File: src/rtl/breadboard_pkg.sv
//==============================================================================
// Module : breadboard_pkg
// Brief  : Shared widths, table depth and FSM state type for the breadboard
//          decoder slice.
// Rev    : 1.0  initial release
//==============================================================================
`default_nettype none

package breadboard_pkg;

    localparam int CODE_W      = 10;
    localparam int NIB_W       = 4;
    localparam int NUM_ENTRIES = 16;

    typedef enum logic [2:0] {
        IDLE    = 3'd0,
        TRAIN   = 3'd1,
        READY   = 3'd2,
        SEARCH  = 3'd3,
        RESPOND = 3'd4
    } state_t;

endpackage : breadboard_pkg

`default_nettype wire

File: src/rtl/breadboard_code_table.sv
//==============================================================================
// Module : breadboard_code_table
// Brief  : 16 x 10-bit response table, one synchronous write port and one
//          combinational read port. Contents are intentionally not reset.
// Rev    : 1.0  initial release
//==============================================================================
`default_nettype none

module breadboard_code_table
    import breadboard_pkg::*;
(
    input  logic              clk,
    input  logic              we,
    input  logic [NIB_W-1:0]  waddr,
    input  logic [CODE_W-1:0] wdata,
    input  logic [NIB_W-1:0]  raddr,
    output logic [CODE_W-1:0] rdata
);

    logic [CODE_W-1:0] r_mem [NUM_ENTRIES];

    always_ff @(posedge clk) begin
        if (we) begin
            r_mem[waddr] <= wdata;
        end
    end

    assign rdata = r_mem[raddr];

endmodule : breadboard_code_table

`default_nettype wire

File: src/rtl/breadboard_decoder.sv
//==============================================================================
// Module : breadboard_decoder
// Brief  : Trains a table by sweeping all 16 breadboard inputs, then decodes
//          10-bit codes back to the lowest matching 4-bit input.
// Rev    : 1.0  initial release
//==============================================================================
`default_nettype none

module breadboard_decoder
    import breadboard_pkg::*;
#(
    parameter int SETTLE_CYCLES = 2
) (
    input  logic              clk,
    input  logic              rst,
    input  logic              train_start,
    output logic [NIB_W-1:0]  drive_wxyz,
    input  logic [CODE_W-1:0] resp_f,
    output logic              train_done,
    input  logic              in_valid,
    output logic              in_ready,
    input  logic [CODE_W-1:0] in_code,
    output logic              out_valid,
    input  logic              out_ready,
    output logic [NIB_W-1:0]  out_nibble,
    output logic              out_hit,
    output logic              out_multi
);

    localparam logic [NIB_W-1:0] c_settle   = NIB_W'(SETTLE_CYCLES);
    localparam logic [NIB_W-1:0] c_last_idx = NIB_W'(NUM_ENTRIES - 1);

    state_t            r_state;
    state_t            w_state_nxt;
    logic [NIB_W-1:0]  r_idx;
    logic [NIB_W-1:0]  r_cnt;
    logic [NIB_W-1:0]  r_drive;
    logic [NIB_W-1:0]  r_nibble;
    logic              r_train_done;
    logic              r_hit;
    logic              r_multi;
    logic [CODE_W-1:0] r_code;

    logic              w_settled;
    logic              w_last;
    logic              w_we;
    logic              w_match;
    logic [CODE_W-1:0] w_rdata;

    assign w_settled = (r_cnt == c_settle);
    assign w_last    = (r_idx == c_last_idx);
    assign w_we      = (r_state == TRAIN) && w_settled;
    assign w_match   = (w_rdata == r_code);

    // Write and search share r_idx as the table address.
    breadboard_code_table u_table (
        .clk   (clk),
        .we    (w_we),
        .waddr (r_idx),
        .wdata (resp_f),
        .raddr (r_idx),
        .rdata (w_rdata)
    );

    always_comb begin
        w_state_nxt = r_state;
        case (r_state)
            IDLE:    if (train_start)             w_state_nxt = TRAIN;
            TRAIN:   if (w_settled && w_last)     w_state_nxt = READY;
            READY: begin
                if (train_start)                  w_state_nxt = TRAIN;
                else if (in_valid)                w_state_nxt = SEARCH;
            end
            SEARCH:  if (w_last)                  w_state_nxt = RESPOND;
            RESPOND: if (out_ready)               w_state_nxt = READY;
            default:                              w_state_nxt = IDLE;
        endcase
    end

    always_ff @(posedge clk) begin
        if (rst) begin
            r_state      <= IDLE;
            r_idx        <= '0;
            r_cnt        <= '0;
            r_drive      <= '0;
            r_nibble     <= '0;
            r_train_done <= 1'b0;
            r_hit        <= 1'b0;
            r_multi      <= 1'b0;
            r_code       <= '0;
        end else begin
            r_state <= w_state_nxt;
            case (r_state)
                IDLE: begin
                    if (train_start) begin
                        r_idx        <= '0;
                        r_cnt        <= '0;
                        r_drive      <= '0;
                        r_train_done <= 1'b0;
                    end
                end
                TRAIN: begin
                    if (w_settled) begin
                        r_cnt <= '0;
                        if (w_last) begin
                            r_drive      <= '0;
                            r_train_done <= 1'b1;
                        end else begin
                            r_idx   <= r_idx + 1'b1;
                            r_drive <= r_idx + 1'b1;
                        end
                    end else begin
                        r_cnt <= r_cnt + 1'b1;
                    end
                end
                READY: begin
                    // Retrain wins over a simultaneous code offer.
                    if (train_start) begin
                        r_idx        <= '0;
                        r_cnt        <= '0;
                        r_drive      <= '0;
                        r_train_done <= 1'b0;
                    end else if (in_valid) begin
                        r_code   <= in_code;
                        r_idx    <= '0;
                        r_hit    <= 1'b0;
                        r_multi  <= 1'b0;
                        r_nibble <= '0;
                    end
                end
                SEARCH: begin
                    if (w_match) begin
                        if (!r_hit) begin
                            r_hit    <= 1'b1;
                            r_nibble <= r_idx;
                        end else begin
                            r_multi  <= 1'b1;
                        end
                    end
                    if (!w_last) begin
                        r_idx <= r_idx + 1'b1;
                    end
                end
                default: begin
                end
            endcase
        end
    end

    assign drive_wxyz = r_drive;
    assign train_done = r_train_done;
    assign in_ready   = (r_state == READY);
    assign out_valid  = (r_state == RESPOND);
    assign out_nibble = r_nibble;
    assign out_hit    = r_hit;
    assign out_multi  = r_multi;

endmodule : breadboard_decoder

`default_nettype wire

File: config.mk
export PLATFORM = sky130hd
export DESIGN_NAME = breadboard_decoder
export DESIGN_NICKNAME = d
export VERILOG_FILES = /design/src/rtl/breadboard_pkg.sv /design/src/rtl/breadboard_code_table.sv /design/src/rtl/breadboard_decoder.sv
export SDC_FILE = /design/constraint.sdc
export NUM_CORES = 1
export LEC_CHECK = 0
export BUFFER_PORTS_ARGS = -buffer_cell sky130_fd_sc_hd__buf_2
export CELL_PAD_IN_SITES_DETAIL_PLACEMENT = 1
export CELL_PAD_IN_SITES_GLOBAL_PLACEMENT = 1
export CORE_ASPECT_RATIO = 1.25
export CORE_UTILIZATION = 52
export DETAILED_ROUTE_END_ITERATION = 16
export PLACE_DENSITY = 0.81
export SYNTH_ARGS = -nofsm -noshare
export SYNTH_HDL_FRONTEND = slang
export SYNTH_SLANG_ARGS = --single-unit
File: constraint.sdc
create_clock -name clk -period 3.4 [get_ports clk]
set_input_delay 0.34 -clock clk [delete_from_list [all_inputs] [get_ports clk]]
set_output_delay 0.34 -clock clk [all_outputs]
set_load 0.03 [all_outputs]
-- After elaboration in Yosys (flattened, before gate mapping)
Memory sizes are Yosys's and may differ from the RTL's. A register that Yosys moved wholly into a read port is not among the register bits.
Cells that the tools add are included.
- reduce and logical (&&, ||, !) cells: 16
- add/sub/neg operators: 2
- bitwise logic cells: 1
- equal/unequal tests: 20
- muxes and demuxes: 37
- operator list (cell ; number):
    2-to-1 mux 4 bit ; 13
    case mux 4 bit (2 select lines) ; 3
    2-to-1 mux 3 bit ; 6
    inequality test 2 bit (second input constant) ; 9
    case mux 4 bit (4 select lines) ; 1
    case mux 3 bit (5 select lines) ; 1
    AND reduction 5 bit ; 3
    AND reduction 4 bit ; 3
    equality test 10 bit ; 1
    2-to-1 mux 1 bit ; 10
    adder 4 x 1 -> 4 bit (second input constant) ; 2
    equality test 3 x 2 -> 1 bit (second input constant) ; 2
    inequality test 2 x 1 -> 1 bit (second input constant) ; 3
    case mux 1 bit (2 select lines) ; 3
    AND reduction 3 bit ; 2
    equality test 4 x 2 -> 1 bit (second input constant) ; 1
    equality test 4 bit (second input constant) ; 1
    nonzero test 2 bit ; 2
    nonzero test 4 bit ; 1
    equality test 3 x 1 -> 1 bit (second input constant) ; 1
    equality test 3 bit (second input constant) ; 1
    zero test 3 bit ; 1
    inequality test 3 bit (second input constant) ; 1
    logical AND 1 bit ; 2
    other kinds (3) ; 3
- memory bits (writable): 160
- logic and storage cells: 86
- register bits after elaboration: 32
- memories: 1
- memories (name ; words ; bits a word ; read ports ; clocked after memory_dff ; write ports ; RTL line ; source):
    u_table.r_mem ; 16 ; 10 ; 1 ; 1 ; 1 ; breadboard_code_table.sv:20 ; logic [CODE_W-1:0] r_mem [NUM_ENTRIES];

-- Longest topological paths before layout
Gate-level depths: netlist of run 1.
- depth after elaboration: 6
- gate-level depth with buffers: 11
- gate-level depth less buffers: 8

-- Cells and area by module
A second synthesis of run 1 with hierarchy kept.
- cells, all modules: 463
- area, all modules: 7761.2 um2
- modules (own cells, without submodules) (module ; area an instance (um2) ; seq. area each (um2) ; times used ; cells each):
    breadboard_code_table ; 6153.4 ; 4804.6 ; 1 ; 269
    breadboard_decoder ; 1607.8 ; 640.6 ; 1 ; 194

-- Worst setup path before layout of run 1
No wires, ideal clock.
- kind: register to register
- start: reg (tool-made name)
- end: reg r_nibble[0] (netlist: out_nibble[0])
- setup slack: 876 ps
- stages on the path, launching flop included: 11
- clock period less this slack: 2524 ps
- path buffers: 2
- data required time: 3283 ps
- arrival: 2407 ps
- path through: dfxtp_1 > buf_6 > buf_6 > mux4_2 > xor2_1 > nand2_1 > a22oi_1 > nor4_1 > a31oi_1 > or3_4 > a32o_1
- RTL lines (element ; RTL line ; source):
    end signal: assignment ; breadboard_decoder.sv:135 ; r_nibble <= r_idx;
    end: declaration ; breadboard_decoder.sv:38 ; logic [NIB_W-1:0] r_nibble;

==> reports/results.ini, run 1 <==
[place]
hpwlAfterDp_microns = 12840
gp_congestion = 0.7748
post-place-ws_ns = 0.1579
numPortBuffers = 37

[die]
core_area_sq_um = 15140
die-area_sq_um = 16160
start_util_pct = 53.76
io_pins = 38
std_cell_rows = 50
die_height_microns = 141.9
die_w_microns = 113.9

[logic_synthesis]
yosysTopAreaCellShare_pct = 59.03
ys.flop_type = edfxtp_1
synth_edf_count = 160
ys_warn_count = 0
yosysUniqueCellTypes = 54
yosys.area_share.adder_pct = 1.076
netlist_area_sq_um = 8139
async_flop_share_pct = 0
muxShareOfSynthArea_pct = 14.08
synth.largest_area_cell = edfxtp_1
syn_avg_cell_area_sq_um = 15.56
synth_top_family_by_area = multiplexers
synth_xor_area_share_pct = 1.829
synthSimpleGateAreaFrac_pct = 7.625
synth-seq-cells = 196
syn_inst = 523
yosysSeqAreaShare_pct = 67.89
synth_fp_nets = 555
synth-compound-area-share_pct = 4.981
synth_area_leaders = edfxtp_1, dfxtp_1, mux2i_1, mux4_2, nor2_1

[grt]
grt_pass1_wl_microns = 29620
gr-total-overflow = 0
grt_pass1_vias = 5012
grt_max_degree = 28
antenna_found_initial = 0
track_usage_pct = 26.18

[critical_path]
cp_data_required_time_ns = 3.73
crit_chain = buf_4 > mux2i_1 > a22oi_1 > nand3b_1 > and3_1 > a2111oi_2 > a31oi_1 > or3_4 > a32o_1
slowest_delay_ns = 0.74
critPathMaxFanout = 22
reg2reg_to = out_nibble[0]
start_kind = flop
cp.arrival_ns = 3.56
critPathSlowestCell = dfxtp_2
ff2ff_setup_slack_ns = 0.18
critPathKind = flop to flop
r2r_cells = 9
endpoint_kind = flop

[sta]
slew_viol_final = 0
fin_crit_sh_pct = 94.80
tns_ns = 0
fmax_mhz = 310.3
worstMarginPinSlew_ns = 0.7561
slew_headroom_pct = 49.44
rsz0062_at_grt = false
setup_ws_ns = 0.1769
finalHoldViolCount = 0
fin_crit_ns = 3.223
fin_skew_ns = 0.008849
setup_viol = 0

[job]
cap_violations = 0

[clock_tree]
clk_pin_slew_ns = 0.07
cts_buffers = 17
tritoncts = yes
cts_root_buf = clkbuf_16
cts_num_sinks = 196
clk_latency_ns = 0.45
cts_max_level = 4
cts_max_path_buffers = 2

[drt]
dr.pass1.iters = 4
ant_nets = 0
wl_microns = 19860
routedWlPerCell_microns = 24.92
drc_errors = 0
drtIter0Drc = 306
vias = 4790
viasPerCell = 6.010

[hold_path]
hold_path.class = primary input to flop
holdPathStages = 3
hold_start = in_code[5]
min_to = r_code[5]

[layout]
area_growth_pct = 12.74
final_layout_size_suffix_gt1_share_pct = 21.56
nNetsFinal = 608
antenna_cells = 0

[run_status]
outcome = finished, final reports clean

[power]
cellPowerDensity_nw_per_um2 = 521.9
ir_worst_vdd_mv = 0.2525
p_leak_nw = 3.057

layout by cell type, fill, tap and decap left out, types with 3 or more instances in the layout:
cell type  instances
a221oi_1           3
xnor2_1            9
inv_1              6
edfxtp_1         160
a21oi_1           19
buf_4             21
xor2_1             8
nand2b_1           6
o21ai_0            4
ha_1               7
clkbuf_16         18
nor3_1             7
dfxtp_2            3
dfxtp_1           33
nor3_2             4
and2b_1            3
clkinv_4           4
mux4_2            21
a22oi_1           11
buf_2             37
nand3_1            8
nand2_1           21
mux2i_1           65
and2_1             4
a32o_1             4
nor4_2             3
inv_6              6
nor2_1            51
power by group:
part           internal [mW]  switching, mW  total [mW]  leakage (nW)
clock                  0.995          0.920        1.92         0.282
sequential              2.60         0.0198        2.62          1.73
combinational         0.0952          0.154       0.249          1.04
total                   3.69           1.09        4.79          3.06
per-stage QoR:
step / cells / hold slack, ns / util, % / total power [mW] / area, sq um
finish: 797 / 0.1317 / 60.61 / 4.789 / 9176
detailed placement: 765 / 0.4530 / 56.86 / 2.924 / 8608
global placement: 765 / 0.4483 / 56.86 / 2.909 / 8608
floorplan: 523 / 0.4389 / - / 2.838 / 8139
global route: 797 / 0.1369 / 60.61 / 4.909 / 9176
CTS: 797 / 0.1249 / 60.56 / 4.808 / 9169
logic make-up (layout without fill, tap and decap cells):
| kind of cell | count (synthesis) | after routing |
|---|---|---|
| compound gates | 58 | 58 |
| buf+inv | 31 | 97 |
| mux | 88 | 88 |
| simple gates | 126 | 126 |
| xor+xnor | 17 | 17 |
| flops | 196 | 196 |
| fa+ha+maj | 7 | 7 |
how the worst max path moves through the flow:
stage,end,slack [ns],cells after the start
detailed placement,out_nibble[0],0.16,9
CTS,out_nibble[0],0.09,9
finish,out_nibble[0],0.18,9
floorplan,out_nibble[0],0.88,10
global route,out_nibble[0],0.01,9
global placement,out_nibble[3],0.31,9
flip-flops by register name, summed over array words and instances (netlist names), named ones only:
signal and cells:
u_table.r_mem 160, r_code 10, drive_wxyz 4, out_nibble 4, r_cnt 4, r_idx 4
r_state 3, out_hit 1, out_multi 1, train_done 1
worst max-delay path, delay by kind of cell, from the launching register on:
| family | cells | cell delay (ns) |
|---|---|---|
| compound gates | 4 | 1.07 |
| flops | 1 | 0.74 |
| mux | 1 | 0.12 |
| buf+inv | 1 | 0.43 |
| simple gates | 3 | 0.74 |
repair_timing:
item | in CTS | in global routing
resized for setup | 0 | 2
endpoints found under the setup margin | 0 | 4
hold buffers | 0 | 0
buffers inserted | 0 | 0
layer usage:
metal	global-route usage, %	share of wire [%]	routed length [microns]	vias up
met3	4.699	4.3	861	42
met1	32.28	40	7919	2486
li1	-	-	-	2125
met4	12.30	3.1	612	0
met5	0	0	0	-
met2	44.83	53	10470	137
synth_stat cells, drive strengths merged (6+ instances only):
master / count
a21oi: 19
a22oi: 11
buf: 18
clkbuf: 7
dfxtp: 36
edfxtp: 160
ha: 7
inv: 6
mux2i: 65
mux4: 21
nand2: 21
nand2b: 6
nand3: 8
nor2: 51
nor3: 11
o21ai: 6
xnor2: 9
xor2: 8
final cells by class:
type,instances,area (sq um)
fill,1437,5963
multi-input combinational,296,2441
sequential,196,5529
inverter,6,22.52
clock inverter,14,110.1
clock buffer,18,450.4
tap,208,260.3
timing repair buffer,59,362.8
(Power assumes the default switching activity.)
==> run 2: changes to the inputs <==
--- a/config.mk
+++ b/config.mk
@@ -9,9 +9,10 @@
 export CELL_PAD_IN_SITES_DETAIL_PLACEMENT = 1
 export CELL_PAD_IN_SITES_GLOBAL_PLACEMENT = 1
 export CORE_ASPECT_RATIO = 1.25
-export CORE_UTILIZATION = 52
+export CORE_UTILIZATION = 25
 export DETAILED_ROUTE_END_ITERATION = 16
-export PLACE_DENSITY = 0.81
+export PLACE_DENSITY = 0.46
+export SLEW_MARGIN = 20
 export SYNTH_ARGS = -nofsm -noshare
 export SYNTH_HDL_FRONTEND = slang
 export SYNTH_SLANG_ARGS = --single-unit
==> run 2 against run 1 <==
- sequential share of layout area is 2.4 points lower
- count of clock-buffer cells in the layout is 1 higher
- setup slack worse by 0.020 ns
- flip-flop and latch count stayed put
- critical endpoint is now out_nibble[1]
==> reports/results.ini, run 2 (synthesis results as in run 1) <==
[clock_tree]
cts_resized = 0  ; unchanged
post_cts_buffers = 0  ; unchanged
clk_pin_slew_ns = 0.08  ; was 0.07 ns
tritoncts = yes  ; unchanged
cts_buffers = 17  ; unchanged
cts_max_level = 4  ; unchanged
cts_max_path_buffers = 2  ; unchanged
clk_latency_ns = 0.43  ; was 0.45 ns
cts_num_sinks = 196  ; unchanged
cts_root_buf = clkbuf_16  ; unchanged
cts_hold_buf = 0  ; unchanged

[place]
post-place-cells = 975  ; was 765
post-place-ws_ns = 0.2240  ; was 0.1579 ns
numPortBuffers = 37  ; unchanged
gp_congestion = 0.7781  ; was 0.7748
post_dp_cell_area_sq_um = 8934  ; was 8608 sq um
hpwlAfterDp_microns = 14770  ; was 12,840 microns

[hold_path]
hold_path.class = primary input to flop  ; unchanged

[critical_path]
reg2reg_to = out_nibble[1]  ; was out_nibble[0]
endpoint_kind = flop  ; unchanged
crit_path_end = out_nibble[1]  ; was out_nibble[0]
start_kind = flop  ; unchanged
critPathSlowestCell = dfxtp_2  ; unchanged
ff2ff_setup_slack_ns = 0.16  ; was 0.18 ns
critPathMaxFanout = 20  ; was 22
cp_data_required_time_ns = 3.77  ; was 3.73 ns
crit_chain = buf_4 > mux2i_1 > a22oi_1 > a21oi_1 > a31o_2 > nor4_1 > nand4_1 > nor4_2 > a32o_1  ; was buf_4 > mux2i_1 > a22oi_1 > nand3b_1 > and3_1 > a2111oi_2 > a31oi_1 > or3_4 > a32o_1
slowest_delay_ns = 0.69  ; was 0.74 ns
r2r_cells = 9  ; unchanged
cp.arrival_ns = 3.62  ; was 3.56 ns
critPathKind = flop to flop  ; unchanged

[drt]
drc_errors = 0  ; unchanged
vias = 4638  ; was 4,790
dr.pass1.iters = 4  ; unchanged
ant_nets = 0  ; unchanged
viasPerCell = 4.606  ; was 6.010
drtIter0Drc = 257  ; was 306
wl_microns = 21630  ; was 19,860 microns
routedWlPerCell_microns = 21.48  ; was 24.92 microns

[power]
cellPowerDensity_nw_per_um2 = 521.6  ; was 521.9 nW/um^2
power_mw = 4.981  ; was 4.789 mW
ir_worst_vdd_mv = 0.3479  ; was 0.2525 mV
p_leak_nw = 3.099  ; was 3.057 nW

[die]
die_w_microns = 163.4  ; was 113.9 microns
start_util_pct = 25.46  ; was 53.76%
die-area_sq_um = 33290  ; was 16,160 sq um
std_cell_rows = 73  ; was 50
io_pins = 38  ; unchanged
core_area_sq_um = 31970  ; was 15,140 sq um
die_height_microns = 203.7  ; was 141.9 microns

[grt]
gr-total-overflow = 0  ; unchanged
track_usage_pct = 13.77  ; was 26.18%
grt_pass1_wl_microns = 32390  ; was 29,620 microns
antenna_found_initial = 0  ; unchanged
grt_pass1_vias = 4957  ; was 5,012
grt_max_degree = 32  ; was 28

[sta]
rsz0062_at_grt = false  ; unchanged
setup_viol = 0  ; unchanged
tns_ns = 0  ; unchanged
fin_crit_sh_pct = 95.38  ; was 94.80%
fmax_mhz = 308.4  ; was 310.3 MHz
slew_headroom_pct = 47.69  ; was 49.44%
slew_viol_final = 0  ; unchanged
holdWs_ns = 0.1412  ; was 0.1317 ns
fin_crit_ns = 3.243  ; was 3.223 ns
worstMarginPinSlew_ns = 0.7823  ; was 0.7561 ns
setup_ws_ns = 0.1572  ; was 0.1769 ns
finalHoldViolCount = 0  ; unchanged
fin_skew_ns = 0.01137  ; was 0.008849 ns

[layout]
utilization_pct = 29.87  ; was 60.61%
final_area_sq_um = 9548  ; was 9176 sq um
post_layout_nonfiller_instances = 1007  ; was 797
reg.largest.list = u_table.r_mem: 160 flops, r_code: 10 flops  ; unchanged
largest_register_ffs = 160  ; unchanged
nNetsFinal = 614  ; was 608
final_common_cell = edfxtp_1  ; unchanged
final_layout_size_suffix_gt1_share_pct = 21.85  ; was 21.56%
regMostFlops = u_table.r_mem  ; unchanged
antenna_cells = 0  ; unchanged
layout_common_cells = edfxtp_1, mux2i_1, nor2_1, buf_2, dfxtp_1  ; unchanged
area_growth_pct = 17.31  ; was 12.74%

[run_status]
outcome = finished, final reports clean  ; unchanged

[job]
cap_violations = 0  ; unchanged

## run 2: cell types whose count changed in the layout (fill, tap and decap cells not counted), moves of 2 or more
cell / change
bufinv_16: +3
buf_4: +4
inv_6: -3
buf_12: +2
clkinvlp_4: +4
clkinv_4: -3
inv_4: -2
## run 2: worst min-delay path by stage
stage / cells after the start / start / slack [ns] / end
2_1_floorplan: 0 / resp_f[0] / 0.44 / u_table.r_mem[0][0]
3_3_place_gp: 1 / train_done / 0.45 / train_done
3_5_place_dp: 1 / train_done / 0.48 / train_done
4_1_cts: 3 / in_code[8] / 0.12 / r_code[8]
5_1_grt: 3 / in_code[5] / 0.15 / r_code[5]
6_report: 3 / in_code[8] / 0.14 / r_code[8]
## run 2: power by group
group	leakage, nW	internal [mW]	switching (mW)	total (mW)
logic	1.08	0.0982	0.157	0.255
registers	1.73	2.60	0.0201	2.62
clock network	0.289	1.19	0.912	2.10
## run 2: per-layer routing
layer / up-vias / share of wire (%) / track usage, % / routed length [microns]
met2: 52 / 55 / 25.05 / 11810
met4: 0 / 1.5 / 4.506 / 332
met3: 17 / 1.8 / 2.298 / 380
met1: 2444 / 42 / 16.21 / 9110
met5: - / 0 / 0 / 0
li1: 2125 / - / - / -
## run 2: cell type report
type	instances	area, sq um
clock inverters	13	171.4
multi-input cells	296	2435
repair buffers	65	432.9
well taps	412	515.5
fillers	3376	22420
clock buffers	19	442.9
inverters	6	22.52
flip-flops and latches	196	5528
## run 2: critical path, delay by kind of cell (launching register included)
kind / cells / cell delay, ns
and+or+nand+nor: 3 / 1.27
AOI/OAI and AO/OA: 4 / 0.78
DFF: 1 / 0.69
buffers and inverters: 1 / 0.33
muxes: 1 / 0.10
